--- config.mk ---
export PLATFORM = sky130hd
export DESIGN_NAME = quad_encoder_ctr
export DESIGN_NICKNAME = d
export VERILOG_FILES = /design/src/rtl/quad_encoder_ctr.sv
export SDC_FILE = /design/constraint.sdc
export NUM_CORES = 1
export LEC_CHECK = 0
export CAP_MARGIN = 20
export CORE_ASPECT_RATIO = 1.5
export CORE_MARGIN = 8
export CORE_UTILIZATION = 40
export CTS_BUF_LIST = sky130_fd_sc_hd__clkbuf_4 sky130_fd_sc_hd__clkbuf_8
export DETAILED_ROUTE_END_ITERATION = 10
export GPL_ROUTABILITY_DRIVEN = 0
export PLACE_DENSITY = 0.68
export SYNTH_ARGS = -nofsm -noshare
export SYNTH_HDL_FRONTEND = slang
export SYNTH_SLANG_ARGS = --single-unit
--- constraint.sdc ---
create_clock -name clk -period 2.3 [get_ports clk]
set_input_delay 0.23 -clock clk [delete_from_list [all_inputs] [get_ports clk]]
set_output_delay 0.23 -clock clk [all_outputs]
set_load 0.01 [all_outputs]
--- src/rtl/quad_encoder_ctr.sv ---
// Quadrature rotary encoder counter with input synchronisers, per-channel
// debounce, x2/x4 decoding, wrap or saturate arithmetic, clear/load, and
// step/direction/illegal-transition reporting.
//
// Ports:
//   clk        - system clock, rising edge
//   reset      - asynchronous active-low reset
//   a, b       - raw encoder channels (asynchronous)
//   clear      - synchronous clear of value and error
//   load       - synchronous load of load_value (clamped when saturating)
//   load_value - preload value
//   value      - counter
//   step       - one-cycle pulse when a decoded step changes value
//   dir        - direction of last decoded step (1 = up)
//   error      - sticky illegal-transition flag
module quad_encoder_ctr #(
  parameter int unsigned      WIDTH       = 8,
  parameter logic [WIDTH-1:0] INCREMENT   = WIDTH'(1),
  parameter int unsigned      SYNC_STAGES = 2,
  parameter int unsigned      DEBOUNCE    = 4,
  parameter int unsigned      MODE        = 0,
  parameter int unsigned      SATURATE    = 0,
  parameter logic [WIDTH-1:0] MAX_VALUE   = {WIDTH{1'b1}}
) (
  input  logic             clk,
  input  logic             reset,
  input  logic             a,
  input  logic             b,
  input  logic             clear,
  input  logic             load,
  input  logic [WIDTH-1:0] load_value,
  output logic [WIDTH-1:0] value,
  output logic             step,
  output logic             dir,
  output logic             error
);

  localparam int unsigned CNT_W = (DEBOUNCE < 2) ? 1 : $clog2(DEBOUNCE + 1);

  // Channel index 1 is A, index 0 is B, so {filt[1], filt[0]} = {fa, fb}.
  logic [1:0]             raw_c;
  logic [SYNC_STAGES-1:0] sync_q [2];
  logic [SYNC_STAGES-1:0] sync_d [2];
  logic [CNT_W-1:0]       cnt_q  [2];
  logic [CNT_W-1:0]       cnt_d  [2];
  logic [1:0]             filt_q, filt_d;
  logic [1:0]             prev_q;
  logic [WIDTH-1:0]       value_q, value_d;
  logic                   step_q, step_d;
  logic                   dir_q, dir_d;
  logic                   error_q, error_d;

  logic                   up_c, down_c, illegal_c;
  logic [WIDTH:0]         sum_ext_c;
  logic [WIDTH-1:0]       inc_val_c, dec_val_c, load_val_c;

  assign raw_c = {a, b};

  // Synchroniser shift and debounce filter for both channels.
  always_comb begin
    for (int ch = 0; ch < 2; ch++) begin
      sync_d[ch] = {sync_q[ch][SYNC_STAGES-2:0], raw_c[ch]};
      filt_d[ch] = filt_q[ch];
      cnt_d[ch]  = '0;
      if (sync_q[ch][SYNC_STAGES-1] != filt_q[ch]) begin
        if (cnt_q[ch] == CNT_W'(DEBOUNCE - 1)) begin
          filt_d[ch] = sync_q[ch][SYNC_STAGES-1];
        end else begin
          cnt_d[ch] = cnt_q[ch] + CNT_W'(1);
        end
      end
    end
  end

  // Transition decode on {prev, filt}; forward order is 00->10->11->01->00.
  always_comb begin
    up_c      = 1'b0;
    down_c    = 1'b0;
    illegal_c = ((prev_q ^ filt_q) == 2'b11);
    if (MODE != 0) begin
      unique case ({prev_q, filt_q})
        4'b00_10, 4'b10_11, 4'b11_01, 4'b01_00: up_c   = 1'b1;
        4'b00_01, 4'b01_11, 4'b11_10, 4'b10_00: down_c = 1'b1;
        default: ;
      endcase
    end else begin
      unique case ({prev_q, filt_q})
        4'b00_10, 4'b11_01: up_c   = 1'b1;
        4'b00_01, 4'b11_10: down_c = 1'b1;
        default: ;
      endcase
    end
  end

  // Candidate next values; the extra sum bit catches overflow past MAX_VALUE.
  always_comb begin
    sum_ext_c = {1'b0, value_q} + {1'b0, INCREMENT};
    if (SATURATE != 0) begin
      inc_val_c  = (sum_ext_c > {1'b0, MAX_VALUE}) ? MAX_VALUE : sum_ext_c[WIDTH-1:0];
      dec_val_c  = (value_q < INCREMENT) ? '0 : value_q - INCREMENT;
      load_val_c = (load_value > MAX_VALUE) ? MAX_VALUE : load_value;
    end else begin
      inc_val_c  = sum_ext_c[WIDTH-1:0];
      dec_val_c  = value_q - INCREMENT;
      load_val_c = load_value;
    end
  end

  // Counter update: clear > load > decoded step.
  always_comb begin
    value_d = value_q;
    step_d  = 1'b0;
    dir_d   = dir_q;
    error_d = error_q;
    if (clear) begin
      value_d = '0;
      error_d = 1'b0;
    end else if (load) begin
      value_d = load_val_c;
      if (illegal_c) error_d = 1'b1;
    end else if (illegal_c) begin
      error_d = 1'b1;
    end else if (up_c) begin
      value_d = inc_val_c;
      step_d  = (inc_val_c != value_q);
      dir_d   = 1'b1;
    end else if (down_c) begin
      value_d = dec_val_c;
      step_d  = (dec_val_c != value_q);
      dir_d   = 1'b0;
    end
  end

  always_ff @(posedge clk or negedge reset) begin
    if (!reset) begin
      for (int ch = 0; ch < 2; ch++) begin
        sync_q[ch] <= '0;
        cnt_q[ch]  <= '0;
      end
      filt_q  <= '0;
      prev_q  <= '0;
      value_q <= '0;
      step_q  <= 1'b0;
      dir_q   <= 1'b0;
      error_q <= 1'b0;
    end else begin
      for (int ch = 0; ch < 2; ch++) begin
        sync_q[ch] <= sync_d[ch];
        cnt_q[ch]  <= cnt_d[ch];
      end
      filt_q  <= filt_d;
      prev_q  <= filt_q;
      value_q <= value_d;
      step_q  <= step_d;
      dir_q   <= dir_d;
      error_q <= error_d;
    end
  end

  assign value = value_q;
  assign step  = step_q;
  assign dir   = dir_q;
  assign error = error_q;

endmodule

=== Yosys cells after proc, flatten, opt, wreduce, memory -nomap -nowiden ===
Index checks and enable logic that the tools add are counted.

* Bits in registers: 25
* Input bits: 14
* Output and inout bits: 11

* Bitwise gates (word level): 4
* $add $sub $neg: 4
* Muxes and demuxes: 20
* Equal/unequal tests: 12
* Reduce and logical (&&, ||, !) cells: 9

{| class="wikitable"
|+ Operator list
! operator !! number
|-
| $mux W8 || 5
|-
| $ne A8 B8 Y1 || 2
|-
| $mux W3 || 4
|-
| $mux W1 || 11
|-
| $add A8 B1 Y8 const B || 1
|-
| $eq A4 B4 Y1 const B || 2
|-
| $sub A8 B1 Y8 const B || 1
|-
| $add A3 B1 Y3 const B || 2
|-
| $eq A3 B2 Y1 const B || 2
|-
| $reduce_and A2 Y1 || 3
|-
| $eq A4 B1 Y1 const B || 1
|-
| $eq A4 B2 Y1 const B || 1
|-
| $reduce_and A4 Y1 || 1
|-
| $reduce_bool A2 Y1 || 2
|-
| $reduce_bool A4 Y1 || 1
|-
| $reduce_or A2 Y1 || 2
|-
| $ne A3 B3 Y1 const B || 1
|-
| $not A1 Y1 || 3
|-
| $eq A2 B2 Y1 const B || 1
|-
| $ne A1 B1 Y1 || 2
|-
| $xor A2 B2 Y2 || 1
|}

=== Longest topological paths before layout ===
Gate-level depths: netlist of the first run.

* Word-level depth: 8
* Mapped depth: 6
* Depth with buffers taken out: 6

=== Least setup slack after synthesis of the first run ===
Ideal clock, no wire load.

* Path kind: flip-flop to flip-flop
* From: register filt_q[0]
* To: register value_q[6], in the netlist value[6]
* Arrival: 1.826 ns
* Slack: 0.378 ns
* Library setup time: 0.096 ns
* Period minus slack after synthesis: 1.922 ns
* Data required time: 2.204 ns
* Stages on the path, launching flop included: 6
* Buffers on the path: 0
* Path through: dfrtp_1 -> and2b_1 -> a31oi_4 -> mux2_4 -> or3_1 -> a311oi_2

* Cells in the longest elaborated chain, start to end: 7
* Elaborated cells on any way between the ends: 17

{| class="wikitable"
|+ Ends and longest elaborated chain
! element !! line !! text
|-
| start, declared || 46 || <nowiki>logic [1:0] filt_q, filt_d;</nowiki>
|-
| start signal, assigned || 151 || <nowiki>filt_q <= filt_d;</nowiki>
|-
| $eq A4 B2 Y1 / $eq A4 B4 Y1 (equally long branches) || 87 || <nowiki>unique case ({prev_q, filt_q})</nowiki>
|-
| $reduce_or A2 Y1 || 87 ||
|-
| $mux W1 || 87 ||
|-
| $mux W8 || 123 || <nowiki>end else if (up_c) begin</nowiki>
|-
| $mux W8 || 121 || <nowiki>end else if (illegal_c) begin</nowiki>
|-
| $mux W8 || 118 || <nowiki>end else if (load) begin</nowiki>
|-
| $mux W8 || 115 || <nowiki>if (clear) begin</nowiki>
|-
| end signal, assigned || 153 || <nowiki>value_q <= value_d;</nowiki>
|-
| end, declared || 48 || <nowiki>logic [WIDTH-1:0] value_q, value_d;</nowiki>
|}

Parallel ways exist; a longest one is shown, timed or not. The select of a mux whose other input is x is not followed.
A chain may end at the register's enable or synchronous reset.

=== Worst setup path in the final report of the first run ===
* From: register filt_q[1]
* To: register value_q[6], in the netlist value[6]

The elaborated chain is that of the path after synthesis.

==> results of run 1 <==
final cells by class:
class,instances,area (um^2),share of cell area
Multi-Input combinational cell,88,643,0.391
Sequential cell,25,626,0.380
Timing Repair Buffer,27,263,0.160
Tap cell,40,50.0,0.0304
Clock buffer,4,48.8,0.0297
Inverter,4,15.0,0.00913
flip-flops by register name (all words and copies together) (netlist names):
signal	count
value	8
cnt_q	6
filt_q	2
prev_q	2
sync_d	2
sync_q	2
dir	1
error	1
step	1
cells in the mapped netlist (all sizes together):
| cell | count |
|---|---|
| nor4b | 1 |
| buf | 1 |
| a21oi | 2 |
| a311oi | 1 |
| and3 | 3 |
| o311a | 3 |
| nor2 | 5 |
| mux2 | 4 |
| xnor2 | 4 |
| a211oi | 1 |
| nand4 | 1 |
| nand2b | 3 |
| a31oi | 1 |
| mux2i | 6 |
| xor2 | 3 |
| ha | 4 |
| and2 | 2 |
| or3 | 1 |
| o21a | 3 |
| dfrtp | 25 |
| nor3 | 8 |
| nand3 | 3 |
| a22oi | 2 |
| nor2b | 4 |
| nor4 | 3 |
| o21ai | 4 |
| clkbuf | 2 |
| nand2 | 9 |
| nor3b | 5 |
| inv | 4 |
| and2b | 2 |
worst max-delay path, delay by kind of cell, from the launching register on:
family	cells	cell delay [ns]
muxes	1	0.33
AOI/OAI and AO/OA	2	0.53
and+or+nand+nor	2	0.57
DFF	1	0.46
per-layer routing:
layer  part of all wire  wire length [um]  track usage  vias up
li1                   -                 -            -      490
met1               0.39              1110        0.111      512
met2               0.55              1570        0.196       24
met3              0.046               130       0.0274        4
met4              0.011                31       0.0438        0
met5                  0                 0            0        -
how the worst max path moves through the flow:
stage / startpoint / end / slack (ns) / cells after the start
floorplan: filt_q[0] / value[6] / 0.38 / 5
global placement: filt_q[0] / value[6] / 0.40 / 5
detailed placement: filt_q[0] / value[6] / 0.34 / 5
CTS: filt_q[1] / value[6] / 0.32 / 5
global route: filt_q[1] / value[6] / 0.22 / 5
finish: filt_q[1] / value[6] / 0.33 / 5
metrics by stage:
stage,std cells,setup slack (ns)
after floorplan,120,0.378
after global placement,184,0.397
after detailed placement,184,0.341
after CTS,188,0.320
after global routing,188,0.218
final,188,0.329
cells by family (layout without fill, tap and decap cells):
logic type      after synthesis  after routing  synth area share
simple gates                 50             50             0.217
flops                        25             25             0.483
compound gates               17             17             0.109
mux                          10             10            0.0840
xor+xnor                      7              7            0.0473
buf+inv                       7             35            0.0212
fa+ha+maj                     4              4            0.0386
power by group through the flow:
| stage | clock, mW | combinational [mW] | sequential [mW] |
|---|---|---|---|
| CTS | 0.273 | 0.749 | 0.699 |
| detailed placement | 0 | 0.744 | 0.708 |
| global route | 0.291 | 0.808 | 0.723 |
| finish | 0.263 | 0.739 | 0.700 |
| floorplan | 0 | 0.482 | 0.696 |
| global placement | 0 | 0.723 | 0.695 |
==> impl_metrics.yaml, run 1 <==
outcome:
  status: "completed"
yosys:
  synthCells: 120
  synthesis.area_um2: 1300
  synth.distinct_cells: 34
  yosys_register_bits: 25
  synth_seq_area_share: 0.483
  syn_area_per_cell_um2: 10.8
  postSynthNetCount: 138
  synth_top_cell_by_area: "dfrtp_1"
  yosys_warnings: 0
  synth.area.top_cells: "dfrtp_1, mux2i_1, ha_1"
  yosysTopAreaCellShare: 0.483
critical_path:
  critPathRequiredTime_ns: 2.47
  timing.reg2reg.setup_slack_ns: 0.33
  cp_data_arrival_time_ns: 2.14
  critPathMaxFanout: 7
  worst-r2r-cell-count: 5
  cp-end-kind: "flop"
  start_kind: "flop"
  criticalPathCategory: "reg -> reg"
  r2r-start: "filt_q[1]"
  reg2reg_to: "value[6]"
  cpPeakStageDelay_ns: 0.46
  crit_chain: "and2b_1 -> a31oi_4 -> mux2_4 -> or3_1 -> a311oi_2"
  cpMaxStageDelayCell: "dfrtp_1"
floorplanning:
  dieHeight_um: 85.7
  fp.dieW_um: 62.5
  row_count: 25
  fp.dieArea_um2: 5360
  initial_core_util: 0.414
  coreArea_um2: 3130
  io_pins: 25
power:
  power.switching_uw: 630
  swShare: 0.371
  clkPwrFrac: 0.155
  comb_power_share: 0.434
  ir_drop_v: 0.000453
  seqPwrFrac: 0.411
  finalPower_mw: 1.70
  p_per_area_nw_per_um2: 1030
  cellLeakagePower_nw: 0.733
  cell_internal_pwr_mw: 1.07
clock_network:
  clk_pin_slew_ns: 0.08
  htreeDepth: 1
  insertion_delay_ns: 0.26
  cts_sinks: 25
  cts_inserted_buffers: 3
  cts_resized: 0
  cts_max_path_buffers: 2
  clockRootBuffer: "clkbuf_8"
  cts_tree: "done"
  ctsHoldBuffers: 0
  post_cts_buffers: 0
timing:
  min_period_ns: 1.97
  fin_tns_setup_ns: 0
  worst_slew_pin_slew_ns: 0.560
  clock.fmax_mhz: 507
  hold_viol_final: 0
  rsz0062_at_grt: "false"
  setup_violations: 0
  period_share: 0.857
  slew_headroom: 0.625
  clock_skew_ns: 0.00153
  drv_slew: 0
  hold_ws_ns: 0.321
layout:
  fin_util: 0.526
  area_growth_pct: 26.9
  postLayoutCellArea_um2: 1650
  final_nets: 167
  mostFrequentLayoutCell: "dfrtp_1"
  final_cell_mix: "dfrtp_1, clkdlybuf4s50_1, nand2_1, nor3_1, mux2i_1"
  drive_gt1_frac: 0.0878
  fillers: 289
  diodes: 0
global_routing:
  grtUsageTotal: 0.106
  antenna_found_initial: 0
  grt_overflow: 0
  grt_pass1_wl_um: 4810
  first_global_vias: 1081
  grt_max_degree: 26
place:
  port_buffers: 24
  dp_hpwl_um: 2150
  place_area_um2: 1600
run:
  maxCapViolCount: 0
min_path:
  hold_class: "in -> async"
detailed_routing:
  ant_nets: 0
  vias: 1030
  drt_wl_total_um: 2840
  firstDrtPassIters: 6
  dr.first_iter.drc_count: 20
  avgRoutedWirePerCell_um: 15.1
  vias_per_cell: 5.48
  drc: 0
No activity file was read; power rests on OpenSTA's default activity.
==> inputs of run 2 (changes only) <==
Settings changed: ABC_CLOCK_PERIOD_IN_PS set to 2100, CTS_CLUSTER_DIAMETER set to 30.
Clock period 2.3 ns to 2.1 ns, I/O delays scaled along.
==> run 2 against run 1 <==
  * Clock power rose by 6%
  * Largest cell class unchanged
  * Clock skew barely moved
  * First-iteration DRC count fell by 30%
  * Power increased by 9.5%
  * Combinational power grew 12%
  * Die area stayed put
  * Worst setup slack worse by 0.16 ns
  * Final cell count is 1.1% higher
  * Wire length shrank 4.3%
  * Worst hold slack worse by 0.015 ns
  * Clock-buffer cell count is the same
==> impl_metrics.yaml, run 2 (synthesis results as in run 1) <==
outcome:
  status: "completed"
floorplanning:
  row_count: 25
  coreArea_um2: 3130
  dieHeight_um: 85.7
  io_pins: 25
  fp.dieArea_um2: 5360
  initial_core_util: 0.414
  fp.dieW_um: 62.5
layout:
  diodes: 0
  final_nets: 169
  largest_reg_flops: 8
  final_cell_mix: "dfrtp_1, clkdlybuf4s50_1, nand2_1, nor3_1, mux2i_1"
  mostFrequentLayoutCell: "dfrtp_1"
  fillers: 293
  postLayoutCellArea_um2: 1660
  drive_gt1_frac: 0.100
  area_growth_pct: 28.1
  stdcell_count: 190
  fin_util: 0.531
power:
  cell_internal_pwr_mw: 1.19
  swShare: 0.364
  ir_drop_v: 0.000644
  clkPwrFrac: 0.150
  p_per_area_nw_per_um2: 1120
  finalPower_mw: 1.86
  power.switching_uw: 678
  cellLeakagePower_nw: 0.743
  seqPwrFrac: 0.406
  comb_power_share: 0.444
critical_path:
  crit_chain: "and2b_1 -> a31oi_4 -> mux2_4 -> or3_1 -> a311oi_2"
  cpMaxStageDelayCell: "dfrtp_1"
  cpPeakStageDelay_ns: 0.47
  startpoint: "filt_q[1]"
  path_buf_inv: 0
  critPathRequiredTime_ns: 2.26
  r2r-start: "filt_q[1]"
  criticalPathCategory: "reg -> reg"
  critPathMaxFanout: 7
  cp-end-kind: "flop"
  crit_family: "simple AND/OR/NAND/NOR gates"
  cp_data_arrival_time_ns: 2.10
  start_kind: "flop"
clock_network:
  clk_pin_slew_ns: 0.08
  ctsHoldBuffers: 0
  cts_sinks: 25
  cts_tree: "done"
  insertion_delay_ns: 0.25
  cts_resized: 0
  cts_inserted_buffers: 3
  clockRootBuffer: "clkbuf_8"
  post_cts_buffers: 0
  cts_max_path_buffers: 2
  htreeDepth: 1
detailed_routing:
  vias: 1001
  firstDrtPassIters: 3
  top_layer: "met4"
  met3_length_um: 104
  dr.first_iter.drc_count: 14
  ant_nets: 0
  drc: 0
  wl_met1_um: 1120
  vias_per_cell: 5.27
  wl_met2_um: 1480
  avgRoutedWirePerCell_um: 14.3
  drt_wl_total_um: 2720
place:
  dp_cells: 186
  port_buffers: 24
  dp_hpwl_um: 2130
  post-place-ws_ns: 0.155
  place_area_um2: 1610
run:
  maxCapViolCount: 0
timing:
  hold_viol_final: 0
  setup_violations: 0
  worst_slew_pin_slew_ns: 0.539
  rsz0062_at_grt: "false"
  slew_headroom: 0.639
  clock_skew_ns: 0.00167
  min_period_ns: 1.93
  setup_slack_ns: 0.165
  fin_tns_setup_ns: 0
  clock.fmax_mhz: 517
  hold_ws_ns: 0.305
  period_share: 0.921
  drv_slew: 0
global_routing:
  grt_max_degree: 26
  first_global_vias: 1082
  grtUsageTotal: 0.105
  grt_pass1_wl_um: 4700
  antenna_found_initial: 0
  grt_overflow: 0
min_path:
  hold_class: "in -> async"
run 2: per-layer routing:
metal | track usage | up-vias
li1 | - | 488
met1 | 0.105 | 495
met2 | 0.201 | 16
met3 | 0.0235 | 2
met4 | 0.0438 | 0
met5 | 0 | -
run 2: cell type report:
type / count / area (um^2) / share of cell area
inverters: 4 / 15.0 / 0.00904
flip-flops and latches: 25 / 626 / 0.377
multi-input cells: 88 / 643 / 0.387
well taps: 40 / 50.0 / 0.0301
repair buffers: 29 / 278 / 0.167
clock buffers: 4 / 48.8 / 0.0294
run 2: path summary, 6_finish.rpt:
kind / endpoint / slack (ns) / cells past startpoint
worst min-delay path: sync_d[1] / 0.31 / 2
max in group asynchronous: value[1] / 1.56 / 2
worst max register to register: value[6] / 0.17 / 5
worst max-delay path: value[6] / 0.17 / 5
min in group clk: sync_q[1] / 0.36 / 0
worst min register to register: sync_q[1] / 0.36 / 0
run 2: power by group through the flow:
stage / Combinational, mW / Sequential, mW / Clock, mW
5_1_grt: 0.916 / 0.778 / 0.313
2_1_floorplan: 0.528 / 0.762 / 0
6_report: 0.827 / 0.758 / 0.279
3_3_place_gp: 0.816 / 0.755 / 0
4_1_cts: 0.840 / 0.760 / 0.296
3_5_place_dp: 0.838 / 0.769 / 0
==> inputs of run 3 (changes only) <==
Settings changed: CTS_CLUSTER_SIZE set to 28.
==> results of run 3 <==
Final layout, timing and power as in run 2 (identical DEF).
